<file path="src/rtl/sound_dac_ds.sv">
// sound_dac_ds
//   Final audio output stage. Turns the mixed signed PCM sample into a 1-bit
//   first-order delta-sigma stream for an external RC filter. Enabling ramps
//   the output up from 0 to midscale and disabling ramps it back down, so the
//   pin never jumps. MUTE substitutes midscale silence while running.
//
// Parameters
//   WIDTH      sample width (signed two's-complement input)
//   DIV        modulator tick every DIV clocks (>=1)
//   RAMP_STEP  level change per tick while ramping (>=1)
//
// Ports
//   CLK        in   system clock
//   RESET_n    in   synchronous reset, active-low
//   IN_DATA    in   signed sample from the mixer
//   IN_STROBE  in   IN_DATA valid this cycle; latched into the hold register
//   ENABLE     in   1 = ramp up and run, 0 = ramp down to idle
//   MUTE       in   1 = midscale silence while running
//   DAC_OUT    out  delta-sigma bit to the output pin
//   ACTIVE     out  1 while in RUN
//   DBG_STATE  out  current FSM state: 0 IDLE, 1 RAMP_UP, 2 RUN, 3 RAMP_DOWN
//
// Handshake: IN_DATA is captured on every clock where IN_STROBE=1; there is
// no back-pressure. Only the last strobe before a tick reaches the modulator.

module sound_dac_ds #(
   parameter int WIDTH     = 16,
   parameter int DIV       = 1,
   parameter int RAMP_STEP = 16
) (
   input  logic             CLK,
   input  logic             RESET_n,
   input  logic [WIDTH-1:0] IN_DATA,
   input  logic             IN_STROBE,
   input  logic             ENABLE,
   input  logic             MUTE,
   output logic             DAC_OUT,
   output logic             ACTIVE,
   output logic [1:0]       DBG_STATE
);

   localparam logic [1:0] S_IDLE      = 2'd0;
   localparam logic [1:0] S_RAMP_UP   = 2'd1;
   localparam logic [1:0] S_RUN       = 2'd2;
   localparam logic [1:0] S_RAMP_DOWN = 2'd3;

   localparam int            CW       = (DIV > 1) ? $clog2(DIV) : 1;
   localparam logic [CW-1:0] DIV_LAST = CW'(DIV - 1);

   // Level arithmetic is one bit wider than a sample so ramping never wraps.
   localparam logic [WIDTH:0] MID  = {2'b01, {(WIDTH-1){1'b0}}};
   localparam logic [WIDTH:0] STEP = (WIDTH+1)'(RAMP_STEP);

   logic [1:0]       state_q,   state_d;
   logic [WIDTH-1:0] hold_q,    hold_d;
   logic [WIDTH:0]   level_q,   level_d;
   logic [WIDTH-1:0] acc_q,     acc_d;
   logic [CW-1:0]    div_cnt_q, div_cnt_d;
   logic             dac_q,     dac_d;
   logic             active_q,  active_d;

   logic             tick;
   logic [WIDTH-1:0] u;
   logic [WIDTH:0]   sum;
   logic [WIDTH:0]   level_up;

   assign tick     = (div_cnt_q == DIV_LAST);
   assign level_up = level_q + STEP;
   assign sum      = {1'b0, acc_q} + {1'b0, u};

   always_comb begin
      div_cnt_d = tick ? '0 : div_cnt_q + CW'(1);
      hold_d    = IN_STROBE ? IN_DATA : hold_q;

      // Running audio is converted to offset binary by flipping the sign bit.
      // Outside RUN the ramp level drives the modulator directly.
      u = level_q[WIDTH-1:0];
      if (state_q == S_RUN) begin
         if (MUTE) u = MID[WIDTH-1:0];
         else      u = {~hold_q[WIDTH-1], hold_q[WIDTH-2:0]};
      end

      acc_d = tick ? sum[WIDTH-1:0] : acc_q;
      dac_d = tick ? sum[WIDTH]     : dac_q;

      state_d = state_q;
      level_d = level_q;
      if (tick) begin
         case (state_q)
            S_IDLE: begin
               level_d = '0;
               if (ENABLE) state_d = S_RAMP_UP;
            end
            S_RAMP_UP: begin
               if (!ENABLE) begin
                  state_d = S_RAMP_DOWN;
               end else if (level_up >= MID) begin
                  level_d = MID;
                  state_d = S_RUN;
               end else begin
                  level_d = level_up;
               end
            end
            S_RUN: begin
               // Dropping from audio to the midscale ramp start is a single
               // accepted step; the ramp-down handles the rest.
               level_d = MID;
               if (!ENABLE) state_d = S_RAMP_DOWN;
            end
            S_RAMP_DOWN: begin
               if (ENABLE) begin
                  state_d = S_RAMP_UP;
               end else if (level_q <= STEP) begin
                  level_d = '0;
                  state_d = S_IDLE;
               end else begin
                  level_d = level_q - STEP;
               end
            end
         endcase
      end

      active_d = (state_d == S_RUN);
   end

   always_ff @(posedge CLK) begin
      if (!RESET_n) begin
         state_q   <= S_IDLE;
         hold_q    <= '0;
         level_q   <= '0;
         acc_q     <= '0;
         div_cnt_q <= '0;
         dac_q     <= 1'b0;
         active_q  <= 1'b0;
      end else begin
         state_q   <= state_d;
         hold_q    <= hold_d;
         level_q   <= level_d;
         acc_q     <= acc_d;
         div_cnt_q <= div_cnt_d;
         dac_q     <= dac_d;
         active_q  <= active_d;
      end
   end

   assign DAC_OUT   = dac_q;
   assign ACTIVE    = active_q;
   assign DBG_STATE = state_q;

endmodule

</file>
<file path="config.mk">
export PLATFORM = sky130hd
export DESIGN_NAME = sound_dac_ds
export DESIGN_NICKNAME = d
export VERILOG_FILES = /design/src/rtl/sound_dac_ds.sv
export SDC_FILE = /design/constraint.sdc
export NUM_CORES = 1
export LEC_CHECK = 0
export CORE_ASPECT_RATIO = 0.6
export CORE_MARGIN = 2
export CORE_UTILIZATION = 54
export CTS_CLUSTER_DIAMETER = 100
export DETAILED_ROUTE_END_ITERATION = 10
export PLACE_DENSITY_LB_ADDON = 0.3
export SYNTH_ARGS = -nofsm -noshare
export SYNTH_HDL_FRONTEND = slang
export SYNTH_SLANG_ARGS = --single-unit
</file>
<file path="constraint.sdc">
create_clock -name CLK -period 3 [get_ports CLK]
set_input_delay 0.6 -clock CLK [delete_from_list [all_inputs] [get_ports CLK]]
set_output_delay 0.6 -clock CLK [all_outputs]
set_load 0.01 [all_outputs]
</file>
# Yosys cells after proc, flatten, opt, wreduce, memory -nomap -nowiden
# Index checks and enable logic that the tools add are counted.
dict set report word_totals {
  register_bits 54
  out_inout_bits 4
}
dict set report op_classes {
  n_reduce_logical 3
  n_lt_le_gt_ge 2
  n_eq_ne 6
  muxes 15
  n_addsub 4
  bitwise_logic 2
}
# operator count
set ops {}
lappend ops {{$mux 17} 4}
lappend ops {{$pmux 17 s4} 1}
lappend ops {{$mux 16} 2}
lappend ops {{$add 16x16->17} 1}
lappend ops {{$add 17x5->17 const B} 1}
lappend ops {{$ge 17x16->1 const B} 1}
lappend ops {{$le 17x5->1 const B} 1}
lappend ops {{$sub 17x5->17 const B} 1}
lappend ops {{$mux 2} 7}
lappend ops {{$pmux 2 s4} 1}
lappend ops {{$eq 2x2->1 const B} 3}
lappend ops {{$ne 2x2->1 const B} 2}
lappend ops {{$reduce_and 3->1} 1}
lappend ops {{$eq 2x1->1 const B} 1}
lappend ops {{$logic_not 2->1} 1}
lappend ops {{$not 1->1} 2}
lappend ops {{$reduce_and 2->1} 1}
lappend ops {{$add 1x1->1 const B} 1}

# Logic depth before layout (Yosys ltp)
dict set report logic_depth {
  word_depth 7
  depth_mapped 13
  depth_no_buf 10
}

# Worst setup path before layout
# No wires, ideal clock.
dict set report synth_path {
  path_type {register to register}
  startpoint {reg state_q[0], in the netlist DBG_STATE[0]}
  endpoint {reg acc_q[14]}
  path_buffers 3
  stages_incl_launch_ff 14
  setup_time_ps 63
  required_ps 2937
  slack_ps -16
  arrival_ps 2954
  cell_sequence {dfxtp_1 > clkbuf_1 > nand2b_1 > clkbuf_1 > clkbuf_1 > nor3b_1 > ha_1 > fa_1 > a21o_1 > a21oi_1 > o21a_1 > o21ai_0 > a211o_1 > nand3_1}
}
dict set report synth_between {
  elab_chain_len 3
}
# element line_no
set synth_lines {}
lappend synth_lines {{from (decl)} 54} ;# logic [1:0] state_q, state_d;
lappend synth_lines {{from (signal assigned)} 136} ;# state_q <= state_d;
lappend synth_lines {{$eq 2x2->1} 78} ;# if (state_q == S_RUN) begin
lappend synth_lines {{$mux 16} 78}
lappend synth_lines {{$add 16x16->17} 69} ;# assign sum = {1'b0, acc_q} + {1'b0, u};
lappend synth_lines {{to (signal assigned)} 131} ;# acc_q <= '0;
lappend synth_lines {{to (signal assigned)} 139} ;# acc_q <= acc_d;
lappend synth_lines {{to (decl)} 57} ;# logic [WIDTH-1:0] acc_q, acc_d;
# No other way between the ends.
# A chain may end at the register's enable or synchronous reset.

# Worst setup path in the final report
dict set report layout_path {
  startpoint {reg state_q[0], in the netlist DBG_STATE[0]}
  endpoint {reg dac_q, in the netlist DAC_OUT}
}
dict set report layout_between {
  elab_chain_len 3
}
# element line_no
set layout_lines {}
lappend layout_lines {{$eq 2x2->1} 78}
lappend layout_lines {{$mux 16} 78}
lappend layout_lines {{$add 16x16->17} 69}
lappend layout_lines {{to (signal assigned)} 133} ;# dac_q <= 1'b0;
lappend layout_lines {{to (signal assigned)} 141} ;# dac_q <= dac_d;
lappend layout_lines {{to (decl)} 59} ;# logic dac_q, dac_d;
# No other way between the ends.

==> qor.yml <==
finalSetupViolations: 0
synth.most_common_cell: "dfxtp_1"
final_max_slew_viol_count: 0
synth_seq_cells: 50
grt.busiest_layer: "met1"
crit_fanout: 10
cts_made_buffers: 5
layout-drive-gt1-share_pct: 12.3
crit_arrival_ps: 3080
crit_required_ps: 3240
whs_path_depth: 2
vias_per_cell: 6.27
met1_usage_pct: 43.8
grt_pass1_wl_microns: 16300
portBuffers: 24
met2_usage_pct: 40.5
synth_area_leaders: "dfxtp_1, ha_1, mux2i_1, nor2_1, o21ai_0"
yosysWarnings: 0
wl_per_cell_microns: 17.5
drt_wl_total_microns: 9830
ys_top_cells_by_count: "dfxtp_1, nor2_1, nand2_1"
status: "complete, no violations"
reg2reg_depth: 10
yosys.area.top_type: "dfxtp_1"
fin_crit_ps: 2840
clkSlewWorstSetupHoldPaths_ps: 100
stdcell_count: 563
dieArea_sq_um: 7220
drc: 0
start_util_pct: 56.7
hp-class: "flip-flop to flip-flop"
syn_area_per_cell_sq_um: 7.88
hp-start: "acc_q[3]$_SDFFE_PN0N_"
relSlewSlack_pct: 53.0
insertedDiodeCount: 0
synth_edf_count: 0
cts_tree: "done"
worstMarginPinSlew_ps: 704
place_ws_ps: -272
netlist_instances: 448
core-area_sq_um: 6220
firstDrtPassIters: 7
finalHoldViolations: 0
syn_to_final_growth_pct: 15.0
num_rows: 22
holdPathEnd: "acc_q[3]$_SDFFE_PN0N_"
cap_viol_max_count: 0
drt_iter0_drc: 384
synth_cell_types: 66
yosysTopAreaCellShare_pct: 28.4
cts.sinks: 50
placed_cells: 555
place_congestion: 0.921
fin_ws_ps: 162
ant_nets: 0
async_flop_share_pct: 0
p_leak_nw: 1.67
layout.nets: 519
cts_root_buf: "clkbuf_8"
io_pins: 25
hpwl_microns: 7470
die_y_microns: 66.6
synth_fp_nets: 489
insertion_delay_ps: 330
use_met3_pct: 9.39
grt_max_degree: 23
cts_max_level: 2
endpoint_kind: "flip-flop"
worst-r2r-setup-slack_ps: 160
critical_path_class: "flip-flop to flip-flop"
grt-ovfl-total: 0
die_w_microns: 108
grt_use_total_pct: 29.6
peakVddDrop_mv: 0.253
synth_area_sq_um: 3530
fmax_mhz: 352
grt_pass1_vias: 3228
rsz0062_at_grt: "false"
power_density_nw_per_um2: 333
seq_area_frac_synth_pct: 28.4
vias: 3529
hold_buffers: 0
clock_path_buffers: 2
ys.flop_type: "dfxtp_1"
nFillCells: 564
rr_endpoint: "DAC_OUT$_SDFFE_PN0N_"
fin_crit_sh_pct: 94.6
start_kind: "flip-flop"
r2r-start: "DBG_STATE[0]$_SDFF_PN0_"
skew_ps: 12.4
antenna_found_initial: 0
-- critical path: stages (launching register included) --
cell and delay [ps]:
dfxtp_1 320, nand2b_1 270, buf_4 240, nor3b_1 280, ha_1 250, a21o_1 90
a21oi_1 70, o21a_1 220, o211a_1 260, or4_1 550, a31oi_1 200
-- power breakdown --
part | internal [mW] | total [mW] | switching, mW | leakage [nW]
clock | 0.169 | 0.433 | 0.263 | 0.0447
sequential | 0.684 | 0.706 | 0.0216 | 0.407
combinational | 0.0970 | 0.215 | 0.118 | 1.21
-- cell type report --
class                   count  area (sq um)  share of cell area (%)
inverters                  13          48.8                    1.20
clock buffers               5          68.8                    1.70
well taps                  84           105                    2.59
repair buffers             59           505                    12.5
clock inverters             3          25.0                   0.617
flip-flops and latches     50          1000                    24.7
multi-input cells         349          2300                    56.8
-- stage by stage --
| step | TNS [ps] | power, mW | hold slack [ps] | instance area (sq um) | util, % |
|---|---|---|---|---|---|
| floorplan | 0 | 0.842 | 445 | 3530 | - |
| global placement | -591 | 0.922 | 454 | 3950 | 63.5 |
| detailed placement | -1450 | 0.929 | 466 | 3950 | 63.5 |
| finish | 0 | 1.35 | 481 | 4060 | 65.2 |
| CTS | 0 | 1.36 | 482 | 4040 | 65.0 |
| global route | 0 | 1.41 | 490 | 4060 | 65.2 |
-- kinds of logic after synthesis --
group / Yosys count / share of synthesized area [%]
buffers and inverters: 49 / 6.67
adder cells (fa/ha/maj): 20 / 7.31
XOR/XNOR: 15 / 3.72
multiplexers: 20 / 5.71
flip-flops: 50 / 28.4
other: 1 / 0.106
AND/OR/NAND/NOR: 176 / 26.1
AO/OA/AOI/OAI: 117 / 22.0
-- worst max-delay path by stage --
| stage | from | end | cells past startpoint |
|---|---|---|---|
| 2_1_floorplan | DBG_STATE[0]$_SDFF_PN0_ | acc_q[13]$_SDFFE_PN0N_ | 12 |
| 3_3_place_gp | MUTE | acc_q[13]$_SDFFE_PN0N_ | 12 |
| 3_5_place_dp | MUTE | DAC_OUT$_SDFFE_PN0N_ | 11 |
| 4_1_cts | MUTE | DAC_OUT$_SDFFE_PN0N_ | 10 |
| 5_1_grt | DBG_STATE[0]$_SDFF_PN0_ | DAC_OUT$_SDFFE_PN0N_ | 11 |
| 6_report | DBG_STATE[0]$_SDFF_PN0_ | DAC_OUT$_SDFFE_PN0N_ | 10 |
-- layer usage --
metal | wire [microns] | vias to the layer above
met4 | 126 | 0
met5 | 0 | -
met2 | 3720 | 217
met1 | 4720 | 1617
met3 | 1260 | 19
li1 | - | 1676
-- cells in the final DEF (no fill, tap or decap), drive strengths merged, types with 8 or more instances in the layout --
| master | count |
|---|---|
| inv | 14 |
| clkdlybuf4s50 | 23 |
| dfxtp | 50 |
| a21oi | 30 |
| nand3 | 19 |
| nand2b | 13 |
| ha | 19 |
| buf | 35 |
| nor2 | 43 |
| nand4 | 8 |
| nor3 | 13 |
| o211ai | 8 |
| xnor2 | 11 |
| mux2i | 19 |
| nand2 | 38 |
| o21ai | 32 |
-- sequential cells by signal, summed over array words and instances (netlist names) --
signal	count
acc_q	16
hold_q	16
level_q	13
DBG_STATE	2
ACTIVE	1
DAC_OUT	1
div_cnt_q	1
-- what timing repair did --
action | 4_1_cts | 5_1_grt
resized for setup | 0 | 6
setup buffers | 0 | 0
endpoints found under the setup margin | 0 | 6
(Power assumes the default switching activity.)
